===== src/rtl/lsu_pkg.sv =====
// ============================================================================
// Module  : lsu_pkg
// Brief   : Size encodings, lane helpers and FIFO entry widths for the LSU.
// Rev     : 1.0 - initial release
// ============================================================================
`default_nettype none

package lsu_pkg;

    typedef enum logic [1:0] {
        SZ_B   = 2'b00,
        SZ_H   = 2'b01,
        SZ_W   = 2'b10,
        SZ_ILL = 2'b11
    } size_e;

    localparam int SIZE_W = 2;
    localparam int OFF_W  = 2;

    function automatic logic misaligned(input size_e sz, input logic [1:0] off);
        case (sz)
            SZ_B:    return 1'b0;
            SZ_H:    return off[0];
            SZ_W:    return |off;
            default: return 1'b1;
        endcase
    endfunction

    function automatic logic [3:0] be_gen(input size_e sz, input logic [1:0] off);
        case (sz)
            SZ_B:    return 4'b0001 << off;
            SZ_H:    return off[1] ? 4'b1100 : 4'b0011;
            default: return 4'b1111;
        endcase
    endfunction

    function automatic logic [31:0] wdata_rep(input size_e sz, input logic [31:0] wd);
        case (sz)
            SZ_B:    return {4{wd[7:0]}};
            SZ_H:    return {2{wd[15:0]}};
            default: return wd;
        endcase
    endfunction

    function automatic logic [31:0] load_extract(input size_e sz, input logic sext,
                                                 input logic [1:0] off, input logic [31:0] rd);
        logic [7:0]  b;
        logic [15:0] h;
        b = rd[{off, 3'b000} +: 8];
        h = off[1] ? rd[31:16] : rd[15:0];
        case (sz)
            SZ_B:    return {{24{sext & b[7]}}, b};
            SZ_H:    return {{16{sext & h[15]}}, h};
            default: return rd;
        endcase
    endfunction

endpackage

`default_nettype wire


===== src/rtl/lsu_obi_master_if.sv =====
// ============================================================================
// Module  : lsu_obi_master_if
// Brief   : RI5CY-style data bus (req/gnt/rvalid) between LSU and memory.
// Rev     : 1.0 - initial release
// ============================================================================
`default_nettype none

interface lsu_obi_master_if;
    logic        data_req_o;
    logic [31:0] data_addr_o;
    logic        data_we_o;
    logic [3:0]  data_be_o;
    logic [31:0] data_wdata_o;
    logic        data_gnt_i;
    logic        data_rvalid_i;
    logic [31:0] data_rdata_i;

    modport master (
        output data_req_o, data_addr_o, data_we_o, data_be_o, data_wdata_o,
        input  data_gnt_i, data_rvalid_i, data_rdata_i
    );

    modport slave (
        input  data_req_o, data_addr_o, data_we_o, data_be_o, data_wdata_o,
        output data_gnt_i, data_rvalid_i, data_rdata_i
    );
endinterface

`default_nettype wire


===== src/rtl/lsu_txn_fifo.sv =====
// ============================================================================
// Module  : lsu_txn_fifo
// Brief   : In-order FIFO of granted-but-unanswered bus transactions.
// Rev     : 1.0 - initial release
// ============================================================================
`default_nettype none

module lsu_txn_fifo #(
    parameter int DEPTH = 2,
    parameter int WIDTH = 8,
    localparam int PTR_W = (DEPTH > 1) ? $clog2(DEPTH) : 1,
    localparam int CNT_W = $clog2(DEPTH + 1)
) (
    input  wire logic             clk,
    input  wire logic             rst,
    input  wire logic             push_i,
    input  wire logic [WIDTH-1:0] data_i,
    input  wire logic             pop_i,
    output logic      [WIDTH-1:0] data_o,
    output logic      [CNT_W-1:0] count_o,
    output logic                  full_o,
    output logic                  empty_o
);

    logic [WIDTH-1:0] mem_q [DEPTH];
    logic [PTR_W-1:0] wr_ptr_q, rd_ptr_q;
    logic [CNT_W-1:0] count_q;
    logic             w_push, w_pop;

    // Explicit wrap so non-trivial depths and DEPTH=1 share one pointer scheme.
    function automatic logic [PTR_W-1:0] ptr_inc(input logic [PTR_W-1:0] p);
        return (p == PTR_W'(DEPTH - 1)) ? '0 : p + 1'b1;
    endfunction

    assign full_o  = (count_q == CNT_W'(DEPTH));
    assign empty_o = (count_q == '0);
    assign count_o = count_q;
    assign data_o  = mem_q[rd_ptr_q];
    assign w_push  = push_i && (!full_o || pop_i);
    assign w_pop   = pop_i && !empty_o;

    always_ff @(posedge clk or posedge rst) begin
        if (rst) begin
            wr_ptr_q <= '0;
            rd_ptr_q <= '0;
            count_q  <= '0;
        end else begin
            if (w_push) wr_ptr_q <= ptr_inc(wr_ptr_q);
            if (w_pop)  rd_ptr_q <= ptr_inc(rd_ptr_q);
            case ({w_push, w_pop})
                2'b10:   count_q <= count_q + 1'b1;
                2'b01:   count_q <= count_q - 1'b1;
                default: count_q <= count_q;
            endcase
        end
    end

    always_ff @(posedge clk) begin
        if (w_push) mem_q[wr_ptr_q] <= data_i;
    end

endmodule

`default_nettype wire


===== src/rtl/lsu_obi_master.sv =====
// ============================================================================
// Module  : lsu_obi_master
// Brief   : Load/store unit driving a req/gnt/rvalid data bus with in-order tracking.
// Rev     : 1.0 - initial release
// ============================================================================
`default_nettype none

module lsu_obi_master
    import lsu_pkg::*;
#(
    parameter int OUTSTANDING_MAX = 2,
    parameter int TAG_W           = 5
) (
    input  wire logic             clk,
    input  wire logic             rst,
    input  wire logic             lsu_valid_i,
    output logic                  lsu_ready_o,
    input  wire logic             lsu_we_i,
    input  wire logic [1:0]       lsu_size_i,
    input  wire logic             lsu_sext_i,
    input  wire logic [31:0]      lsu_addr_i,
    input  wire logic [31:0]      lsu_wdata_i,
    input  wire logic [TAG_W-1:0] lsu_tag_i,
    output logic                  lsu_rvalid_o,
    output logic                  lsu_rwe_o,
    output logic      [31:0]      lsu_rdata_o,
    output logic      [TAG_W-1:0] lsu_rtag_o,
    output logic                  lsu_err_o,
    output logic      [TAG_W-1:0] lsu_err_tag_o,
    output logic                  lsu_proto_err_o,
    lsu_obi_master_if.master      bus
);

    localparam int CNT_W = $clog2(OUTSTANDING_MAX + 1);
    localparam logic [CNT_W:0] C_MAX = (CNT_W + 1)'(OUTSTANDING_MAX);

    typedef struct packed {
        logic              we;
        logic [SIZE_W-1:0] size;
        logic              sext;
        logic [OFF_W-1:0]  off;
        logic [TAG_W-1:0]  tag;
    } ent_t;

    logic              req_q, req_d;
    logic [29:0]       addr_q;
    logic              we_q, sext_q;
    logic [3:0]        be_q;
    logic [31:0]       wdata_q;
    logic [SIZE_W-1:0] size_q;
    logic [OFF_W-1:0]  off_q;
    logic [TAG_W-1:0]  tag_q;

    logic              rvalid_q, rwe_q, err_q, proto_q;
    logic [31:0]       rdata_q;
    logic [TAG_W-1:0]  rtag_q, err_tag_q;

    size_e             w_size;
    logic              w_mis, w_accept, w_issue, w_push, w_pop, w_proto;
    logic [CNT_W-1:0]  w_cnt;
    logic [CNT_W:0]    w_inflight;
    logic              w_full, w_empty;
    ent_t              w_push_ent, w_head;

    assign w_size     = size_e'(lsu_size_i);
    assign w_mis      = misaligned(w_size, lsu_addr_i[1:0]);
    assign w_inflight = {1'b0, w_cnt} + {{CNT_W{1'b0}}, req_q};
    // A pop in this cycle is deliberately not credited, keeping ready off the rvalid path.
    assign lsu_ready_o = (!req_q || bus.data_gnt_i) && !w_full && (w_inflight < C_MAX);
    assign w_accept   = lsu_valid_i && lsu_ready_o;
    assign w_issue    = w_accept && !w_mis;
    assign w_push     = req_q && bus.data_gnt_i;
    assign w_pop      = bus.data_rvalid_i && !w_empty;
    assign w_proto    = bus.data_rvalid_i && w_empty;
    assign req_d      = w_issue ? 1'b1 : (w_push ? 1'b0 : req_q);

    assign w_push_ent = '{we: we_q, size: size_q, sext: sext_q, off: off_q, tag: tag_q};

    lsu_txn_fifo #(
        .DEPTH (OUTSTANDING_MAX),
        .WIDTH ($bits(ent_t))
    ) u_fifo (
        .clk     (clk),
        .rst     (rst),
        .push_i  (w_push),
        .data_i  (w_push_ent),
        .pop_i   (w_pop),
        .data_o  (w_head),
        .count_o (w_cnt),
        .full_o  (w_full),
        .empty_o (w_empty)
    );

    always_ff @(posedge clk or posedge rst) begin
        if (rst) begin
            req_q     <= 1'b0;
            addr_q    <= '0;
            we_q      <= 1'b0;
            sext_q    <= 1'b0;
            be_q      <= '0;
            wdata_q   <= '0;
            size_q    <= '0;
            off_q     <= '0;
            tag_q     <= '0;
            rvalid_q  <= 1'b0;
            rwe_q     <= 1'b0;
            rdata_q   <= '0;
            rtag_q    <= '0;
            err_q     <= 1'b0;
            err_tag_q <= '0;
            proto_q   <= 1'b0;
        end else begin
            req_q <= req_d;
            if (w_issue) begin
                addr_q  <= lsu_addr_i[31:2];
                we_q    <= lsu_we_i;
                sext_q  <= lsu_sext_i;
                be_q    <= be_gen(w_size, lsu_addr_i[1:0]);
                wdata_q <= wdata_rep(w_size, lsu_wdata_i);
                size_q  <= lsu_size_i;
                off_q   <= lsu_addr_i[1:0];
                tag_q   <= lsu_tag_i;
            end

            err_q <= w_accept && w_mis;
            if (w_accept && w_mis) err_tag_q <= lsu_tag_i;

            rvalid_q <= w_pop;
            if (w_pop) begin
                rwe_q   <= w_head.we;
                rtag_q  <= w_head.tag;
                rdata_q <= w_head.we ? 32'h0
                         : load_extract(size_e'(w_head.size), w_head.sext, w_head.off, bus.data_rdata_i);
            end

            if (w_proto) proto_q <= 1'b1;
        end
    end

    assign bus.data_req_o   = req_q;
    assign bus.data_addr_o  = {addr_q, 2'b00};
    assign bus.data_we_o    = we_q;
    assign bus.data_be_o    = be_q;
    assign bus.data_wdata_o = wdata_q;

    assign lsu_rvalid_o    = rvalid_q;
    assign lsu_rwe_o       = rwe_q;
    assign lsu_rdata_o     = rdata_q;
    assign lsu_rtag_o      = rtag_q;
    assign lsu_err_o       = err_q;
    assign lsu_err_tag_o   = err_tag_q;
    assign lsu_proto_err_o = proto_q;

endmodule

`default_nettype wire


===== src/flat_wrapper.sv =====
// flat-port wrapper written by rule: the top's interface ports become plain ports
module lsu_obi_master_flat import lsu_pkg::*;
#(
    parameter int OUTSTANDING_MAX = 2,
    parameter int TAG_W           = 5
)
  (clk, rst, lsu_valid_i, lsu_ready_o, lsu_we_i, lsu_size_i, lsu_sext_i, lsu_addr_i, lsu_wdata_i, lsu_tag_i, lsu_rvalid_o, lsu_rwe_o, lsu_rdata_o, lsu_rtag_o, lsu_err_o, lsu_err_tag_o, lsu_proto_err_o, bus_data_req_o, bus_data_addr_o, bus_data_we_o, bus_data_be_o, bus_data_wdata_o, bus_data_gnt_i, bus_data_rvalid_i, bus_data_rdata_i);
  lsu_obi_master_if bus_i ();
  input  wire logic clk;
  input  wire logic rst;
  input  wire logic lsu_valid_i;
  output logic lsu_ready_o;
  input  wire logic lsu_we_i;
  input  wire logic [1:0] lsu_size_i;
  input  wire logic lsu_sext_i;
  input  wire logic [31:0] lsu_addr_i;
  input  wire logic [31:0] lsu_wdata_i;
  input  wire logic [TAG_W-1:0] lsu_tag_i;
  output logic lsu_rvalid_o;
  output logic lsu_rwe_o;
  output logic      [31:0] lsu_rdata_o;
  output logic      [TAG_W-1:0] lsu_rtag_o;
  output logic lsu_err_o;
  output logic      [TAG_W-1:0] lsu_err_tag_o;
  output logic lsu_proto_err_o;
  output wire logic [$bits(bus_i.data_req_o)-1:0] bus_data_req_o;
  output wire logic [$bits(bus_i.data_addr_o)-1:0] bus_data_addr_o;
  output wire logic [$bits(bus_i.data_we_o)-1:0] bus_data_we_o;
  output wire logic [$bits(bus_i.data_be_o)-1:0] bus_data_be_o;
  output wire logic [$bits(bus_i.data_wdata_o)-1:0] bus_data_wdata_o;
  input wire logic [$bits(bus_i.data_gnt_i)-1:0] bus_data_gnt_i;
  input wire logic [$bits(bus_i.data_rvalid_i)-1:0] bus_data_rvalid_i;
  input wire logic [$bits(bus_i.data_rdata_i)-1:0] bus_data_rdata_i;
  assign bus_data_req_o = bus_i.data_req_o;
  assign bus_data_addr_o = bus_i.data_addr_o;
  assign bus_data_we_o = bus_i.data_we_o;
  assign bus_data_be_o = bus_i.data_be_o;
  assign bus_data_wdata_o = bus_i.data_wdata_o;
  assign bus_i.data_gnt_i = bus_data_gnt_i;
  assign bus_i.data_rvalid_i = bus_data_rvalid_i;
  assign bus_i.data_rdata_i = bus_data_rdata_i;
  lsu_obi_master #(.OUTSTANDING_MAX(OUTSTANDING_MAX), .TAG_W(TAG_W)) u_core (.clk(clk), .rst(rst), .lsu_valid_i(lsu_valid_i), .lsu_ready_o(lsu_ready_o), .lsu_we_i(lsu_we_i), .lsu_size_i(lsu_size_i), .lsu_sext_i(lsu_sext_i), .lsu_addr_i(lsu_addr_i), .lsu_wdata_i(lsu_wdata_i), .lsu_tag_i(lsu_tag_i), .lsu_rvalid_o(lsu_rvalid_o), .lsu_rwe_o(lsu_rwe_o), .lsu_rdata_o(lsu_rdata_o), .lsu_rtag_o(lsu_rtag_o), .lsu_err_o(lsu_err_o), .lsu_err_tag_o(lsu_err_tag_o), .lsu_proto_err_o(lsu_proto_err_o), .bus(bus_i));
endmodule

===== config.mk =====
export PLATFORM = sky130hd
export DESIGN_NAME = lsu_obi_master_flat
export DESIGN_NICKNAME = d
export VERILOG_FILES = /design/src/rtl/lsu_pkg.sv /design/src/rtl/lsu_obi_master_if.sv /design/src/rtl/lsu_txn_fifo.sv /design/src/rtl/lsu_obi_master.sv /design/src/flat_wrapper.sv
export SDC_FILE = /design/constraint.sdc
export NUM_CORES = 1
export LEC_CHECK = 0
export ABC_AREA = 0
export ABC_CLOCK_PERIOD_IN_PS = 3500
export BUFFER_PORTS_ARGS = -buffer_cell sky130_fd_sc_hd__buf_2
export CORE_MARGIN = 1
export CORE_UTILIZATION = 40
export CTS_CLUSTER_SIZE = 16
export DETAILED_ROUTE_END_ITERATION = 10
export PLACE_DENSITY = 0.8
export SETUP_SLACK_MARGIN = 0.2
export SLEW_MARGIN = 20
export SYNTH_ARGS = -nofsm -noshare
export SYNTH_HDL_FRONTEND = slang
export SYNTH_SLANG_ARGS = --single-unit

===== constraint.sdc =====
create_clock -name clk -period 3.5 [get_ports clk]
set_input_delay 0.35 -clock clk [delete_from_list [all_inputs] [get_ports clk]]
set_output_delay 0.35 -clock clk [all_outputs]
set_load 0.01 [all_outputs]

==> results of run 1 <==
area by class of cell:
| cell class | instances | area [um2] |
|---|---|---|
| tap | 216 | 270 |
| inverter | 7 | 30.0 |
| sequential | 150 | 3860 |
| timing repair buffer | 238 | 1250 |
| clock buffer | 18 | 429 |
| multi-input combinational | 326 | 2620 |
| clock inverter | 14 | 200 |
| fill | 1356 | 7400 |
report_power, final:
group	leakage (uW)	switching (uW)	internal (uW)
combinational	0.00201	1360	1250
clock	0.000307	738	1200
sequential	0.00175	453	2530
total	0.00407	2550	4980
worst max-delay path, delay by kind of cell, from the launching register on:
family	cells	cell delay (ps)
flops	1	630
mux	3	1420
compound gates	1	160
cell usage after synthesis (all sizes together), types with 2 or more instances:
| master | count | share of area (%) |
|---|---|---|
| dfrtp | 128 | 48 |
| mux2 | 79 | 13 |
| mux2i | 38 | 5.9 |
| o21ai | 32 | 2.5 |
| nand2 | 27 | 1.5 |
| a21oi | 22 | 1.7 |
| a22oi | 22 | 2.5 |
| edfxtp | 22 | 9.9 |
| nor2 | 21 | 1.2 |
| clkbuf | 19 | 1.1 |
| buf | 18 | 1.5 |
| a31oi | 13 | 1.2 |
| a221oi | 8 | 1.1 |
| inv | 7 | 0.40 |
| o221ai | 7 | 0.92 |
| a2bb2oi | 6 | 0.79 |
| xnor2 | 6 | 0.79 |
| nand2b | 4 | 0.38 |
| nor2b | 4 | 0.38 |
| nand3 | 3 | 0.23 |
| o31ai | 3 | 0.34 |
| a2111oi | 2 | 0.55 |
| a211oi | 2 | 0.30 |
| a22o | 2 | 0.26 |
| nor3 | 2 | 0.15 |
| or3 | 2 | 0.19 |
worst paths after layout:
kind | slack, ps | depth (start not counted) | startpoint | endpoint
worst max register to register | 1130 | 4 | u_core.u_fifo.rd_ptr_q | u_core.lsu_rdata_o[29]
max in group asynchronous | 2620 | 3 | rst | u_core.bus.data_wdata_o[9]
worst min register to register | 460 | 1 | u_core.lsu_proto_err_o | u_core.lsu_proto_err_o
worst max-delay path | 1130 | 4 | u_core.u_fifo.rd_ptr_q | u_core.lsu_rdata_o[29]
min in group clk | 160 | 2 | bus_data_gnt_i | u_core.bus.data_req_o
worst min-delay path | 50 | 2 | rst | u_core.lsu_rdata_o[19]
metal layers:
layer	wire, um	global-route usage (%)	vias up
met3	1540	7.90	18
li1	-	-	2364
met2	8010	33.0	256
met5	0	0	-
met1	6960	23.8	2418
met4	209	6.69	0
state kept, by name, summed over array words and instances, names as in the netlist, 2 cells and up:
| register | flops |
|---|---|
| u_core.bus.data_be_o | 4 |
| u_core.lsu_rtag_o | 5 |
| u_core.lsu_err_tag_o | 5 |
| u_core.tag_q | 5 |
| u_core.addr_q | 30 |
| u_core.size_q | 2 |
| u_core.lsu_rdata_o | 32 |
| u_core.u_fifo.count_o | 2 |
| u_core.bus.data_wdata_o | 32 |
| u_core.off_q | 2 |
| u_core.u_fifo.mem_q | 22 |
kinds of logic (layout without fill, tap and decap cells):
kind of cell / after synthesis / after routing / synth area share, %
AO/OA/AOI/OAI: 129 / 129 / 13.3
other: 1 / 2 / 0.0564
multiplexers: 118 / 118 / 19.6
flip-flops: 150 / 150 / 58.1
AND/OR/NAND/NOR: 69 / 69 / 4.81
adder cells (fa/ha/maj): 1 / 1 / 0.188
XOR/XNOR: 7 / 7 / 0.922
buffers and inverters: 44 / 277 / 2.99
stage by stage:
stage               area [um2]  power, uW
global route              8660       7980
detailed placement        8030       5620
global placement          8030       5530
finish                    8660       7520
floorplan                 6660       4530
CTS                       8660       7590
==> flow_metrics.py, run 1 <==
metrics = {
    "timing": {
        "max_slew_margin_pct": 37.6,
        "setup_viol": 0,
        "period_needed_ps": 2370,
        "hold_violations": 0,
        "rsz0062_at_grt": "false",
        "worstMarginPinSlew_ps": 932,
        "fin_crit_sh_pct": 67.8,
        "timing.hold.ws_ps": 48.8,
        "drv_slew": 0,
        "fin_ws_ps": 1130,
        "fmax_ghz": 0.422,
        "finClkSkew_ps": 5.07,
        "setup_tns_ps": 0,
    },
    "yosys": {
        "yosysSeqAreaShare_pct": 58.1,
        "synthArstFlopShare_pct": 85.3,
        "netlist_instances": 519,
        "syn_area_mm2": 0.00665,
        "yosys_warnings": 0,
        "synth_flop_cell": "dfrtp_1",
        "synth-edff-count": 22,
        "ys_ff_latch": 150,
        "yosys.cell_types.count": 55,
        "syn_area_per_cell_um2": 12.8,
    },
    "grt": {
        "grt_pass1_vias": 4937,
        "grt_overflow": 0,
        "grt_max_degree": 53,
        "grt_pass1_wl_mm": 25.8,
        "grt_usage_pct": 20.0,
        "antenna_found_initial": 0,
    },
    "cts": {
        "htree_num_levels": 4,
        "clk_pin_slew_ps": 60,
        "cts_resized": 0,
        "clk_latency_ps": 420,
        "clk_path_buf_depth": 2,
        "clock_sinks": 150,
        "cts_hold_buf": 0,
        "cts_buffers": 17,
        "cts_root_buffer": "clkbuf_16",
        "cts_setup_buffers": 0,
        "cts_tree": "yes",
    },
    "finish": {
        "final_net_count": 851,
        "final_common_cell": "buf_2",
        "layout_common_cells": "224 x buf_2, 128 x dfrtp_1, 79 x mux2_2, 37 x mux2i_1, 26 x nand2_1",
        "fin_cells": 969,
        "antenna_cells": 0,
        "fin_util_pct": 53.9,
        "drive_gt1_share_pct": 47.5,
        "area_growth_pct": 30.2,
    },
    "worst_setup_path": {
        "critPathSlowestCell": "dfrtp_1",
        "cp_max_fo": 16,
        "startpoint_type": "flop",
        "worstPathRequired_ps": 3760,
        "path_class": "flop to flop",
        "crit_chain": "mux2i_1 -> mux2_2 -> mux2i_4 -> o21ai_0",
        "crit_arrival_ps": 2640,
        "slowest_delay_ps": 630,
        "endpoint_kind": "flop",
    },
    "outcome": {
        "status": "complete, no violations",
    },
    "drt": {
        "dr.pass1.iters": 5,
        "drt-wirelength-per-cell_um": 17.3,
        "ant_nets": 0,
        "drc": 0,
        "vias": 5056,
        "via_per_inst": 5.22,
        "routed_wl_mm": 16.7,
        "drt_iter0_drc": 347,
    },
    "die": {
        "die_y_um": 131,
        "initial_core_util_pct": 41.4,
        "ios": 227,
        "die_w_um": 131,
        "dieArea_mm2": 0.0172,
        "core_area_mm2": 0.0161,
        "rows": 46,
    },
    "run": {
        "maxCapViolations": 0,
    },
    "place": {
        "globalplace.congestion": 0.796,
        "port_buffers": 224,
        "hpwl_mm": 12.0,
        "place_ws_ps": 1150,
        "dp_cells": 937,
    },
    "power": {
        "ir_drop_v": 0.000496,
        "pwr_density_cell_mw_per_mm2": 869,
        "cellLeakagePower_uw": 0.00407,
    },
    "worst_hold_path": {
        "hp-class": "primary input to asynchronous set/reset pin",
    },
}
No activity file was read; power rests on OpenSTA's default activity.
==> run 2: changes to the inputs <==
--- a/config.mk
+++ b/config.mk
@@ -6,13 +6,13 @@
 export NUM_CORES = 1
 export LEC_CHECK = 0
 export ABC_AREA = 0
-export ABC_CLOCK_PERIOD_IN_PS = 3500
+export ABC_CLOCK_PERIOD_IN_PS = 2470
 export BUFFER_PORTS_ARGS = -buffer_cell sky130_fd_sc_hd__buf_2
 export CORE_MARGIN = 1
 export CORE_UTILIZATION = 40
 export CTS_CLUSTER_SIZE = 16
 export DETAILED_ROUTE_END_ITERATION = 10
-export PLACE_DENSITY = 0.8
+export PLACE_DENSITY = 0.77
 export SETUP_SLACK_MARGIN = 0.2
 export SLEW_MARGIN = 20
 export SYNTH_ARGS = -nofsm -noshare
==> constraint.sdc (replaced) <==
create_clock -name clk -period 2.47 [get_ports clk]
set_input_delay 0.247 -clock clk [delete_from_list [all_inputs] [get_ports clk]]
set_output_delay 0.247 -clock clk [all_outputs]
set_load 0.01 [all_outputs]
==> flow_metrics.py, run 2 (same netlist as run 1, synthesis figures left out) <==
metrics = {
    "place": {
        "hpwl_mm": 12.4,
        "port_buffers": 224,
        "place_ws_ps": 353,
        "dp_cells": 943,
        "globalplace.congestion": 0.869,
    },
    "worst_setup_path": {
        "cp_max_fo": 6,
        "worstPathRequired_ps": 2780,
        "ff2ff_path_depth": 4,
        "path_class": "flop to flop",
        "endpoint_kind": "flop",
        "crit_arrival_ps": 2360,
        "startpoint_type": "flop",
    },
    "timing": {
        "setup_tns_ps": 0,
        "fin_crit_sh_pct": 83.0,
        "fmax_ghz": 0.488,
        "worstMarginPinSlew_ps": 914,
        "timing.hold.ws_ps": 58.3,
        "setup_viol": 0,
        "finClkSkew_ps": 6.98,
        "drv_slew": 0,
        "rsz0062_at_grt": "false",
        "hold_violations": 0,
        "period_needed_ps": 2050,
        "fin_ws_ps": 419,
        "max_slew_margin_pct": 38.8,
    },
    "cts": {
        "cts_root_buffer": "clkbuf_16",
        "cts_tree": "yes",
        "clock_sinks": 150,
        "htree_num_levels": 4,
        "cts_buffers": 17,
        "clk_path_buf_depth": 2,
        "clk_latency_ps": 420,
        "clk_pin_slew_ps": 60,
    },
    "finish": {
        "drive_gt1_share_pct": 47.7,
        "final_common_cell": "buf_2",
        "layout_common_cells": "224 x buf_2, 128 x dfrtp_1, 79 x mux2_2, 37 x mux2i_1, 26 x nand2_1",
        "area_growth_pct": 31.2,
        "final_net_count": 859,
        "nFillCells": 1389,
        "fin_cells": 978,
        "fin_util_pct": 54.3,
    },
    "drt": {
        "ant_nets": 0,
        "drt_iter0_drc": 286,
        "drt-wirelength-per-cell_um": 17.4,
        "routed_wl_mm": 17.0,
        "via_per_inst": 5.24,
        "vias": 5128,
        "drc": 0,
        "dr.pass1.iters": 4,
    },
    "power": {
        "p_int_uw": 7010,
        "ir_drop_v": 0.000630,
        "power_frac_clock_pct": 24.9,
        "seq_power_share_pct": 39.4,
        "combPwrFrac_pct": 35.7,
        "swShare_pct": 34.2,
        "cellLeakagePower_uw": 0.00409,
        "switching_power_uw": 3640,
        "pwr_density_cell_mw_per_mm2": 1220,
    },
    "outcome": {
        "status": "complete, no violations",
    },
    "grt": {
        "grt_overflow": 0,
        "grt_pass1_vias": 5270,
        "grt_max_degree": 53,
        "grt_usage_pct": 20.9,
        "antenna_found_initial": 2,
        "grt_pass1_wl_mm": 27.0,
    },
    "die": {
        "initial_core_util_pct": 41.4,
        "dieArea_mm2": 0.0172,
        "ios": 227,
        "rows": 46,
        "core_area_mm2": 0.0161,
        "die_y_um": 131,
        "die_w_um": 131,
    },
    "worst_hold_path": {
        "worstHoldPathCells": 2,
        "hp-class": "primary input to flop",
    },
    "run": {
        "maxCapViolations": 0,
    },
}
run 2: cell count changes in the layout (fill, tap and decap cells not counted), sizes merged:
cell         before  now
buf             238  245
bufinv            4    3
diode             0    1
clkinv            5    4
clkinvlp          2    4
dlygate4sd3       0    1
run 2: per-stage QoR:
step / power (uW) / instance area (um2)
finish: 10600 / 8730
global route: 11300 / 8720
CTS: 10700 / 8700
detailed placement: 8010 / 8090
global placement: 7870 / 8090
floorplan: 6430 / 6660
run 2: layout make-up:
type / instances / area (um2) / share of cell area [%]
sequential: 150 / 3860 / 44.3
timing repair buffer: 246 / 1340 / 15.3
tap: 216 / 270 / 3.10
antenna: 1 / 2.50 / 0.0287
clock buffer: 18 / 429 / 4.92
inverter: 7 / 30.0 / 0.344
clock inverter: 14 / 175 / 2.01
multi-input combinational: 326 / 2620 / 30.0
run 2: worst paths after layout:
check	slack, ps	end	startpoint
max	420	u_core.bus.data_be_o[3]	u_core.u_fifo.count_o[0]
min	60	u_core.addr_q[18]	lsu_addr_i[20]
max reg2reg	420	u_core.bus.data_be_o[3]	u_core.u_fifo.count_o[0]
min reg2reg	450	u_core.lsu_proto_err_o	u_core.lsu_proto_err_o
max in group asynchronous	1180	u_core.bus.data_wdata_o[31]	rst
min in group asynchronous	460	u_core.lsu_rdata_o[12]	rst
run 2: what timing repair did:
action | in CTS | in global routing
hold buffers | 1 | 0
gates resized for setup | 0 | 0
setup endpoints to repair | 0 | 2
buffers inserted | 0 | 1
endpoints found under the hold margin | 22 | 0
run 2: power by group through the flow:
stage,Clock [uW],Combinational (uW),Sequential [uW]
2_1_floorplan,0,1910,4520
3_3_place_gp,0,3700,4170
3_5_place_dp,0,3780,4230
4_1_cts,2710,3800,4200
6_report,2650,3800,4200
5_1_grt,2810,4160,4330
run 2: layer usage:
metal  global-route usage [%]  vias to the layer above  wire length, um
met2                     34.9                      231             8300
met5                        0                        -               13
met3                     7.74                       21             1500
met1                     24.9                     2473             7010
li1                         -                     2401                -
met4                     6.83                        2              225
run 2: critical path: stages, from the launching register on:
cell	delay (ps)
dfrtp_1	470
nand2b_1	250
a2111oi_0	740
nand2_1	210
a22o_1	280
